## src/rtl/rom_reader_pkg.sv

```systemverilog
// rtl/rom_reader_pkg.sv - shared state encoding and default widths for the burst table reader
package rom_reader_pkg;

    localparam int ADDR_W_DEF = 3;
    localparam int DATA_W_DEF = 4;
    localparam int SUM_W_DEF  = 7;

    typedef enum logic [1:0] {
        ST_IDLE  = 2'd0,
        ST_FETCH = 2'd1,
        ST_SEND  = 2'd2,
        ST_DONE  = 2'd3
    } state_t;

endpackage

```

## src/rtl/rom_reader.sv

```systemverilog
// rtl/rom_reader.sv - burst reader: walks a combinational table, presents words
// over a valid/ready output and accumulates their sum.
module rom_reader
    import rom_reader_pkg::*;
#(
    parameter int ADDR_W = ADDR_W_DEF,
    parameter int DATA_W = DATA_W_DEF,
    parameter int SUM_W  = SUM_W_DEF
) (
    input  logic              clk,
    input  logic              rst_n,
    input  logic              start,
    input  logic [ADDR_W-1:0] base_addr,
    input  logic [ADDR_W:0]   count,
    output logic [ADDR_W-1:0] rom_addr,
    input  logic [DATA_W-1:0] rom_data,
    output logic [DATA_W-1:0] out_data,
    output logic [ADDR_W-1:0] out_addr,
    output logic              out_valid,
    input  logic              out_ready,
    output logic [SUM_W-1:0]  sum,
    output logic              busy,
    output logic              done
);

    localparam int CNT_W = ADDR_W + 1;

    state_t           state;
    state_t           state_next;
    logic [CNT_W-1:0] remaining;
    logic [CNT_W-1:0] burst_len;
    logic             handshake;
    logic             load_burst;
    logic             capture;
    logic             advance;

    assign handshake = out_valid && out_ready;

    // A count of zero requests a full sweep of the table.
    assign burst_len = (count == '0) ? CNT_W'(1 << ADDR_W) : count;

    always_ff @(posedge clk or negedge rst_n) begin
        if (!rst_n) begin
            state <= ST_IDLE;
        end else begin
            state <= state_next;
        end
    end

    always_comb begin
        state_next = state;
        load_burst = 1'b0;
        capture    = 1'b0;
        advance    = 1'b0;
        case (state)
            ST_IDLE: begin
                if (start) begin
                    load_burst = 1'b1;
                    state_next = ST_FETCH;
                end
            end
            ST_FETCH: begin
                capture    = 1'b1;
                state_next = ST_SEND;
            end
            ST_SEND: begin
                if (handshake) begin
                    advance    = 1'b1;
                    state_next = (remaining == CNT_W'(1)) ? ST_DONE : ST_FETCH;
                end
            end
            ST_DONE: begin
                state_next = ST_IDLE;
            end
            default: begin
                state_next = ST_IDLE;
            end
        endcase
    end

    always_ff @(posedge clk or negedge rst_n) begin
        if (!rst_n) begin
            rom_addr  <= '0;
            remaining <= '0;
            out_data  <= '0;
            out_addr  <= '0;
            out_valid <= 1'b0;
            sum       <= '0;
        end else begin
            if (load_burst) begin
                rom_addr  <= base_addr;
                remaining <= burst_len;
                sum       <= '0;
            end
            if (capture) begin
                out_data  <= rom_data;
                out_addr  <= rom_addr;
                sum       <= sum + SUM_W'(rom_data);
                out_valid <= 1'b1;
            end
            // Address wraps naturally at the table size.
            if (advance) begin
                out_valid <= 1'b0;
                rom_addr  <= rom_addr + ADDR_W'(1);
                remaining <= remaining - CNT_W'(1);
            end
        end
    end

    assign busy = (state != ST_IDLE);
    assign done = (state == ST_DONE);

endmodule

```

## config.mk

```make
export PLATFORM = sky130hd
export DESIGN_NAME = rom_reader
export DESIGN_NICKNAME = d
export VERILOG_FILES = /design/src/rtl/rom_reader_pkg.sv /design/src/rtl/rom_reader.sv
export SDC_FILE = /design/constraint.sdc
export NUM_CORES = 1
export LEC_CHECK = 0
export CAP_MARGIN = 15
export CORE_UTILIZATION = 47
export DETAILED_ROUTE_END_ITERATION = 7
export PLACE_DENSITY = 0.78
export SLEW_MARGIN = 20
export SYNTH_ARGS = -nofsm -noshare
export SYNTH_HDL_FRONTEND = slang
export SYNTH_SLANG_ARGS = --single-unit
```

## constraint.sdc

```tcl
create_clock -name clk -period 2.2 [get_ports clk]
set_input_delay 0.44 -clock clk [delete_from_list [all_inputs] [get_ports clk]]
set_output_delay 0.44 -clock clk [all_outputs]
set_load 0.01 [all_outputs]
```

== After elaboration in Yosys (flattened, before gate mapping) ==
Cells that the tools add are included.
Word-level totals
  output and inout bits: 20
  memory bits (writable): 0
  logic and storage cells: 42
  bits in registers: 24
  memories: 0
  latch bits: 0
  bits in read-only memories: 0
Cells by class
  reductions and logical operators: 8
  shift operators: 0
  $lt $le $gt $ge: 0
  equal/unequal tests: 6
  multiplexer cells: 18
  $add $sub $neg: 3
  multipliers: 0
  bitwise logic cells: 0
  divide/modulo/power cells: 0
Operators by type and width (number)
  $mux W7: 2
  $mux W4: 3
  $pmux W2 S4: 1
  $reduce_bool A2 Y1: 4
  $add A7 B4 Y7: 1
  $mux W1: 7
  $mux W2: 3
  $mux W3: 2
  $eq A2 B2 Y1 const B: 2
  $eq A4 B1 Y1 const B: 1
  $logic_not A4 Y1: 1
  $ne A2 B2 Y1 const B: 2
  $sub A4 B1 Y4 const B: 1
  $add A3 B1 Y3 const B: 1
  $eq A2 B1 Y1 const B: 1
  $logic_not A2 Y1: 1
  $reduce_and A2 Y1: 1
  $logic_and A1 B1 Y1: 1

== Depth between registers and ports, before layout ==
Gate-level depths: netlist (run 1).
  word-level depth: 4
  gate-level depth with buffers: 6

== Worst setup path before layout (run 1) ==
OpenSTA, ideal clock, no wires.
  path kind: input to register
  start: in rom_data[0]
  end: reg sum[6]
  library setup time: 0.095 ns
  slack: 0.461 ns
  stages on the path: 6
  data required time: 2.105 ns
  data arrival time: 1.644 ns
  cell sequence: ha_1 > fa_1 > a21o_1 > a21oi_1 > o211ai_1 > o31ai_1
Between the ends
  longest elaborated chain between the ends: 2
RTL lines
  from (decl): line rom_reader.sv:16  | input logic [DATA_W-1:0] rom_data,
  $add A7 B4 Y7: line rom_reader.sv:98  | sum <= sum + SUM_W'(rom_data);
  $mux W7: line rom_reader.sv:95  | if (capture) begin
  to (signal assigned): line rom_reader.sv:98
  to (decl): line rom_reader.sv:21  | output logic [SUM_W-1:0] sum,
No other way between the ends.
A chain may end at the register's enable or synchronous reset.

== Worst setup path in the final report (run 1) ==
  start: reg state[1]
  end: out busy
Between the ends
  longest elaborated chain between the ends: 1
RTL lines
  from (decl): line rom_reader.sv:28  | state_t state;
  from (signal assigned): line rom_reader.sv:46  | state <= state_next;
  $reduce_bool A2 Y1: line rom_reader.sv:110  | assign busy = (state != ST_IDLE);
  to (decl): line rom_reader.sv:22  | output logic busy,
No other way between the ends.

==> results of run 1 <==
-- worst paths after layout --
| kind | end | slack (ns) | depth (start not counted) |
|---|---|---|---|
| worst max-delay path | busy | 0.18 | 2 |
| worst min-delay path | sum[1] | 0.46 | 2 |
| worst max register to register | sum[6] | 0.39 | 6 |
| worst min register to register | out_addr[0] | 0.50 | 2 |
| max in group asynchronous | out_data[0] | 1.51 | 2 |
| min in group clk | out_addr[0] | 0.50 | 2 |
-- area by class of cell --
cell class,instances,share of cell area
multi-input cells,94,0.358
well taps,30,0.0227
inverters,2,0.00455
flip-flops and latches,24,0.364
clock buffers,4,0.0220
repair buffers,39,0.229
-- report_power, final --
| group | switching, mW | internal (mW) | leakage (nW) |
|---|---|---|---|
| sequential | 0.175 | 0.632 | 0.297 |
| combinational | 0.521 | 0.571 | 0.440 |
| clock | 0.132 | 0.101 | 0.0210 |
| total | 0.827 | 1.30 | 0.758 |
-- state kept, by name, indices dropped and copies added (netlist names) --
register,flops
sum,7
out_valid,1
out_addr,3
out_data,4
state,2
remaining,4
rom_addr,3
-- cells in the final DEF (no fill, tap or decap), types with 2 or more instances in the layout --
| cell | count |
|---|---|
| o21ai_0 | 3 |
| mux2i_1 | 2 |
| nand2_1 | 28 |
| nor3b_1 | 3 |
| a211oi_1 | 2 |
| nor2_1 | 10 |
| o211ai_1 | 4 |
| o31ai_1 | 3 |
| a21oi_1 | 4 |
| a311oi_1 | 2 |
| inv_1 | 2 |
| nand3_1 | 6 |
| nor3_1 | 3 |
| ha_1 | 7 |
| clkdlybuf4s50_1 | 34 |
| buf_4 | 5 |
| dfrtp_1 | 24 |
| nand2b_1 | 3 |
| clkbuf_4 | 3 |
-- critical path: cells and delay by family, from the launching register on --
family                 cells  cell delay [ns]
buffers and inverters      1             0.48
DFF                        1             0.49
and+or+nand+nor            1             0.30
-- metal layers --
| layer | up-vias | routed length (µm) |
|---|---|---|
| met5 | - | 0 |
| met4 | 0 | 19 |
| met3 | 2 | 94 |
| met2 | 23 | 1260 |
| met1 | 484 | 1150 |
| li1 | 512 | - |
-- cell usage after synthesis, drive strengths merged --
cell / number / share of area
and4b: 1 / 0.0081
o211ai: 4 / 0.024
a21oi: 4 / 0.016
nor3: 3 / 0.012
a311oi: 2 / 0.014
a221o: 1 / 0.0081
o22ai: 1 / 0.0051
a22oi: 1 / 0.0061
nand2: 29 / 0.094
and2: 1 / 0.0051
dfrtp: 24 / 0.49
buf: 3 / 0.017
fa: 1 / 0.016
nor2b: 1 / 0.0051
nor2: 10 / 0.030
ha: 7 / 0.071
o31ai: 3 / 0.018
or2: 1 / 0.0051
clkbuf: 3 / 0.0091
a21o: 1 / 0.0061
a211oi: 2 / 0.012
nand3: 6 / 0.024
o21ai: 4 / 0.019
inv: 2 / 0.0061
nand2b: 3 / 0.015
xnor2: 1 / 0.0071
nand4b: 1 / 0.012
mux2i: 2 / 0.016
nor3b: 3 / 0.018
or3b: 1 / 0.0091
-- cells by family after synthesis --
kind of cell    synth area share
compound gates             0.130
xor+xnor                 0.00711
fa+ha+maj                 0.0873
buf+inv                   0.0325
flops                      0.487
mux                       0.0162
simple gates               0.240
==> impl_results.md, run 1 <==
- Post-CTS Resized: 0
- Synthesis-to-layout area growth: 34.0%
- H-tree levels: 1
- Pre-CTS WS: -0.0862 ns
- Pins Over Slew Limit: 0
- Row count: 18
- Worst setup margin: 0.183 ns
- Final-report hold violation count: 0
- GP Congestion: 0.737
- Crit path arrival time: between 1.5 and 2 ns
- Total track usage: 0.208
- Relative slew slack: 0.623
- P per Cell Area: ~1300 nW/µm²
- TritonCTS Sinks: 24
- Cell Area, Placed: about 1600 µm²
- Vias per cell: 5.29
- Leakage: between 0.7 and 0.8 nW
- Layout cells sized above 1: 0.0859
- I/O Buffers: 34
- Multi-input gate area: roughly 590 µm²
- Sequential area share after synthesis: 0.487
- Hold WC Path Type: primary input to asynchronous set/reset pin
- Clock Path Buffers: 2
- FF+latch area: between 600 and 700 µm²
- # Max-Cap Violations: 0
- Netlist Area Pre-Place: ~1200 µm²
- Critical-path cell list: or2_2 > clkdlybuf4s50_1
- Number of placed instances, taps included: 189
- Vias in the first global route: between 900 and 1,000
- Io pins: 35
- Total CTS buffers: 3
- Post-CTS Setup Repair Bufs: 0
- Min Tclk post-route: between 2 and 2.5 ns
- Final instance area: about 1700 µm²
- Worst EP required: 1.76 ns
- Core area: 2480 µm²
- Post-Syn Area per Cell: around 9.8 µm²
- Max Freq: between 400 and 500 MHz
- Setup crit start kind: register
- Yosys reg bits: 24
- Slowest stage delay, CP: a little under 0.5 ns
- Post-Route WL: approximately 2500 µm
- Met3 Use GR: 0.0345
- Width of the die: 53.2 µm
- CTS tree: done
- Die area: approximately 2800 µm²
- # nets final: 187
- Final Power: 2.13 mW
- DR DRC count: 0
- Setup crit start: state[1]
- Grt met2 use: 0.344
- Worst hold margin: 0.464 ns
- Final Core Density: 0.667
- Synth unique cells: 33
- Clock Pin Slew Worst Setup and Hold Paths: roughly 0.13 ns
- Non-Filler Instances: between 150 and 200
- Setup violators final: 0
- Met1 global-route usage: 0.269
- Crit Path Max Fanout: 9
- Filler cells: around 220
- Die H: between 50 and 60 µm
- Vias: just over 1,000
- Slowest CP cell: dfrtp_1
- Worst clock skew: approximately 0.0033 ns
- Antenna violations before repair: 0
- Period utilization: 0.917
- Critical R2R Launch: sum[0]
- First-pass DRT Iterations: 4
- Initial Utilization: 0.497
- DP HPWL: 1900 µm
- Synth warn: 0
- Run status: complete, no violations
- Iter 0 DRT Violations: 23
- Total gr overflow: 0
- Hold buffers post-CTS: 0
- Root Buffer: clkbuf_4
- ANT cells: 0
- Peak supply drop: 0.868 mV
- First-pass GRT wire length: approximately 4200 µm
- Clock latency on the worst-skew pair: a little over 0.3 ns
- Least-Margin Pin Slew: approximately 0.57 ns
- RSZ-0062 raised after global routing: no
- Mapped Cells: between 100 and 150
- Sum Neg Setup Slack: 0 ns
- Critical path class: register to primary output
- Antenna-violating nets left: 0
- Syn nets: 149
- CP Capture Type: primary output
- Largest net degree at the start of global routing: 25
- Avg WL per Cell: around 13 µm
- Busiest grt layer: met2
Power figures use the tool's default switching activity.
==> inputs of run 2 (changes only) <==
- CORE_UTILIZATION: 47 -> 25
- PLACE_DENSITY: 0.78 -> 0.46
==> run 2 against run 1 <==
Critical path depth rose by 5; flip-flop and latch count stayed put; fmax up 0.38%; combinational power about the same; clock power increased by 29%; clock-buffer cell count stayed put; sequential share of layout area fell by 1.5 points; clock skew is 0.0018 ns higher; critical path type is now primary input to register; critical endpoint is now sum[4]; largest power group unchanged; highest routed layer unchanged.
==> impl_results.md, run 2 (synthesis results as in run 1) <==
- Leakage: 0.770 nW (was 0.758 nW)
- Pre-CTS WS: -0.0898 ns (was -0.0862 ns)
- Most common cell after layout, fill and taps aside: clkdlybuf4s50_1 (unchanged)
- Number of placed instances, taps included: 227 (was 189)
- Row count: 25 (was 18)
- Hold path start: sum[6]
- DP HPWL: 2130 µm (was 1900 µm)
- Least-Margin Pin Slew: 0.599 ns (was 0.566 ns)
- Avg WL per Cell: 12.3 µm (was 13.0 µm)
- ANT cells: 0 (unchanged)
- Crit path arrival time: 2.18 ns (was 1.58 ns)
- Clock latency on the worst-skew pair: 0.26 ns (was 0.31 ns)
- Vias: 1,057 (was 1,021)
- CTS tree: done (unchanged)
- Largest delay share family, worst path: compound AO/OA/AOI/OAI gates (was flip-flops)
- # nets final: 188 (was 187)
- Total gr overflow: 0 (unchanged)
- Pins Over Slew Limit: 0 (unchanged)
- Synthesis-to-layout area growth: 39.9% (was 34.0%)
- Hold EP: sum[6]
- Post-Route WL: 2850 µm (was 2520 µm)
- Clock Pin Slew Worst Setup and Hold Paths: 0.09 ns (was 0.13 ns)
- Period utilization: 0.913 (was 0.917)
- Hold depth: 1
- Worst EP required: 2.37 ns (was 1.76 ns)
- Max reg flops: 7 (unchanged)
- Final-report hold violation count: 0 (unchanged)
- Setup violators final: 0 (unchanged)
- Die area: 5210 µm² (was 2830 µm²)
- Vias per cell: 4.58 (was 5.29)
- CP Capture Type: register (was primary output)
- Iter 0 DRT Violations: 28 (was 23)
- Setup crit start kind: primary input (was register)
- Initial Utilization: 0.261 (was 0.497)
- Largest net degree at the start of global routing: 25 (unchanged)
- Most flop-heavy register: sum (unchanged)
- Post-CTS Setup Repair Bufs: 0 (unchanged)
- Worst clock skew: 0.00507 ns (was 0.00331 ns)
- Relative slew slack: 0.600 (was 0.623)
- Commonest non-fill, non-tap cells in the layout: 34 x clkdlybuf4s50_1, 28 x nand2_1, 24 x dfrtp_1 (unchanged)
- Worst setup margin: 0.191 ns (was 0.183 ns)
- # Max-Cap Violations: 0 (unchanged)
- Run status: complete, no violations (unchanged)
- Min Tclk post-route: 2.01 ns (was 2.02 ns)
- Worst R2R Path Depth: 6 (unchanged)
- Total CTS buffers: 3 (unchanged)
- DR DRC count: 0 (unchanged)
- RSZ-0062 raised after global routing: no (unchanged)
- Critical path class: primary input to register (was register to primary output)
- Non-Filler Instances: 231 (was 193)
- Critical-path cell list: clkdlybuf4s50_1 > ha_1 > fa_1 > a21o_1 > a21oi_1 > o211ai_1 > o31ai_1 (was or2_2 > clkdlybuf4s50_1)
- Clock Path Buffers: 2 (unchanged)
- Buffers plus inverters on the worst setup path: 1 (unchanged)
- Total track usage: 0.118 (was 0.208)
- Biggest regs: sum: 7 flops, out_data: 4 flops, remaining: 4 flops (unchanged)
- H-tree levels: 1 (unchanged)
- Antenna-violating nets left: 0 (unchanged)
- Core area: 4720 µm² (was 2480 µm²)
- Post-CTS Resized: 0 (unchanged)
- TritonCTS Sinks: 24 (unchanged)
- Hold buffers post-CTS: 0 (unchanged)
- Antenna violations before repair: 0 (unchanged)
- Die H: 72.2 µm (was 53.2 µm)
- Register-to-register setup slack: 0.41 ns (was 0.39 ns)
- Slowest stage delay, CP: 0.43 ns (was 0.49 ns)
- Peak supply drop: 0.383 mV (was 0.868 mV)
- Max Freq: 498 MHz (was 496 MHz)
- Vias in the first global route: 994 (was 944)
- Slowest CP cell: clkdlybuf4s50_1 (was dfrtp_1)
- First-pass DRT Iterations: 4 (unchanged)
- Io pins: 35 (unchanged)
- Crit Path Max Fanout: 4 (was 9)
- GP Congestion: 0.768 (was 0.737)
- Layout cells sized above 1: 0.0915 (was 0.0859)
- Root Buffer: clkbuf_8 (was clkbuf_4)
- P per Cell Area: 1290 nW/µm² (about the same)
- I/O Buffers: 34 (unchanged)
- Critical R2R Launch: sum[0] (unchanged)
- First-pass GRT wire length: 4800 µm (was 4180 µm)
- Hold WC Path Type: register to register (was primary input to asynchronous set/reset pin)
- Width of the die: 72.2 µm (was 53.2 µm)
- Worst R2R End: sum[4] (was sum[6])
==> run 2: cell types whose count changed in the layout (fill, tap and decap cells not counted) <==
cell	change
buf_4	+1
clkbuf_4	-3
clkbuf_8	+3
==> run 2: how the worst max path moves through the flow <==
stage	from	to	slack (ns)	cells past startpoint
after CTS	rom_data[0]	sum[4]	0.18	7
after global placement	rom_data[0]	sum[6]	-0.06	7
final	rom_data[0]	sum[4]	0.19	7
after global routing	rom_data[0]	sum[6]	0.10	7
after floorplan	rom_data[0]	sum[6]	0.46	6
after detailed placement	rom_data[0]	sum[4]	-0.09	7
==> run 2: worst reg2reg max path: stages (launching register included) <==
cell	delay, ns
dfrtp_1	0.41
ha_1	0.22
fa_1	0.39
a21o_1	0.19
a21oi_1	0.27
o211ai_1	0.12
o31ai_1	0.09
==> run 2: power by group <==
part	internal, mW	total, mW	leakage (nW)	switching [mW]
Clock	0.160	0.300	0.0288	0.140
Combinational	0.575	1.10	0.445	0.530
Sequential	0.633	0.814	0.297	0.181
Total	1.37	2.22	0.770	0.851
==> run 2: layout make-up <==
type | count | area [µm²]
Clock buffer | 4 | 55.1
Fill cell | 489 | 3000
Inverter | 2 | 7.51
Multi-Input combinational cell | 94 | 592
Sequential cell | 24 | 601
Tap cell | 67 | 83.8
Timing Repair Buffer | 40 | 385
==> run 2: through the flow <==
step / TNS, ns / area [µm²] / power, mW / hold slack (ns) / util
finish: 0 / 1720 / 2.22 / 0.482 / 0.365
global route: 0 / 1720 / 2.41 / 0.516 / 0.365
CTS: 0 / 1720 / 2.25 / 0.489 / 0.365
detailed placement: -0.176 / 1670 / 1.95 / 0.471 / 0.353
global placement: -0.115 / 1670 / 1.92 / 0.462 / 0.353
floorplan: 0 / 1230 / 1.43 / 0.144 / -
==> run 2: routing by layer <==
metal  routed length, µm  vias up  global-route usage  share of wire
li1                    -      515                   -              -
met1                1350      504               0.153           0.47
met2                1320       36               0.197           0.46
met3                 159        2              0.0333          0.056
met4                  17        0              0.0196         0.0060
met5                   0        -                   0              0
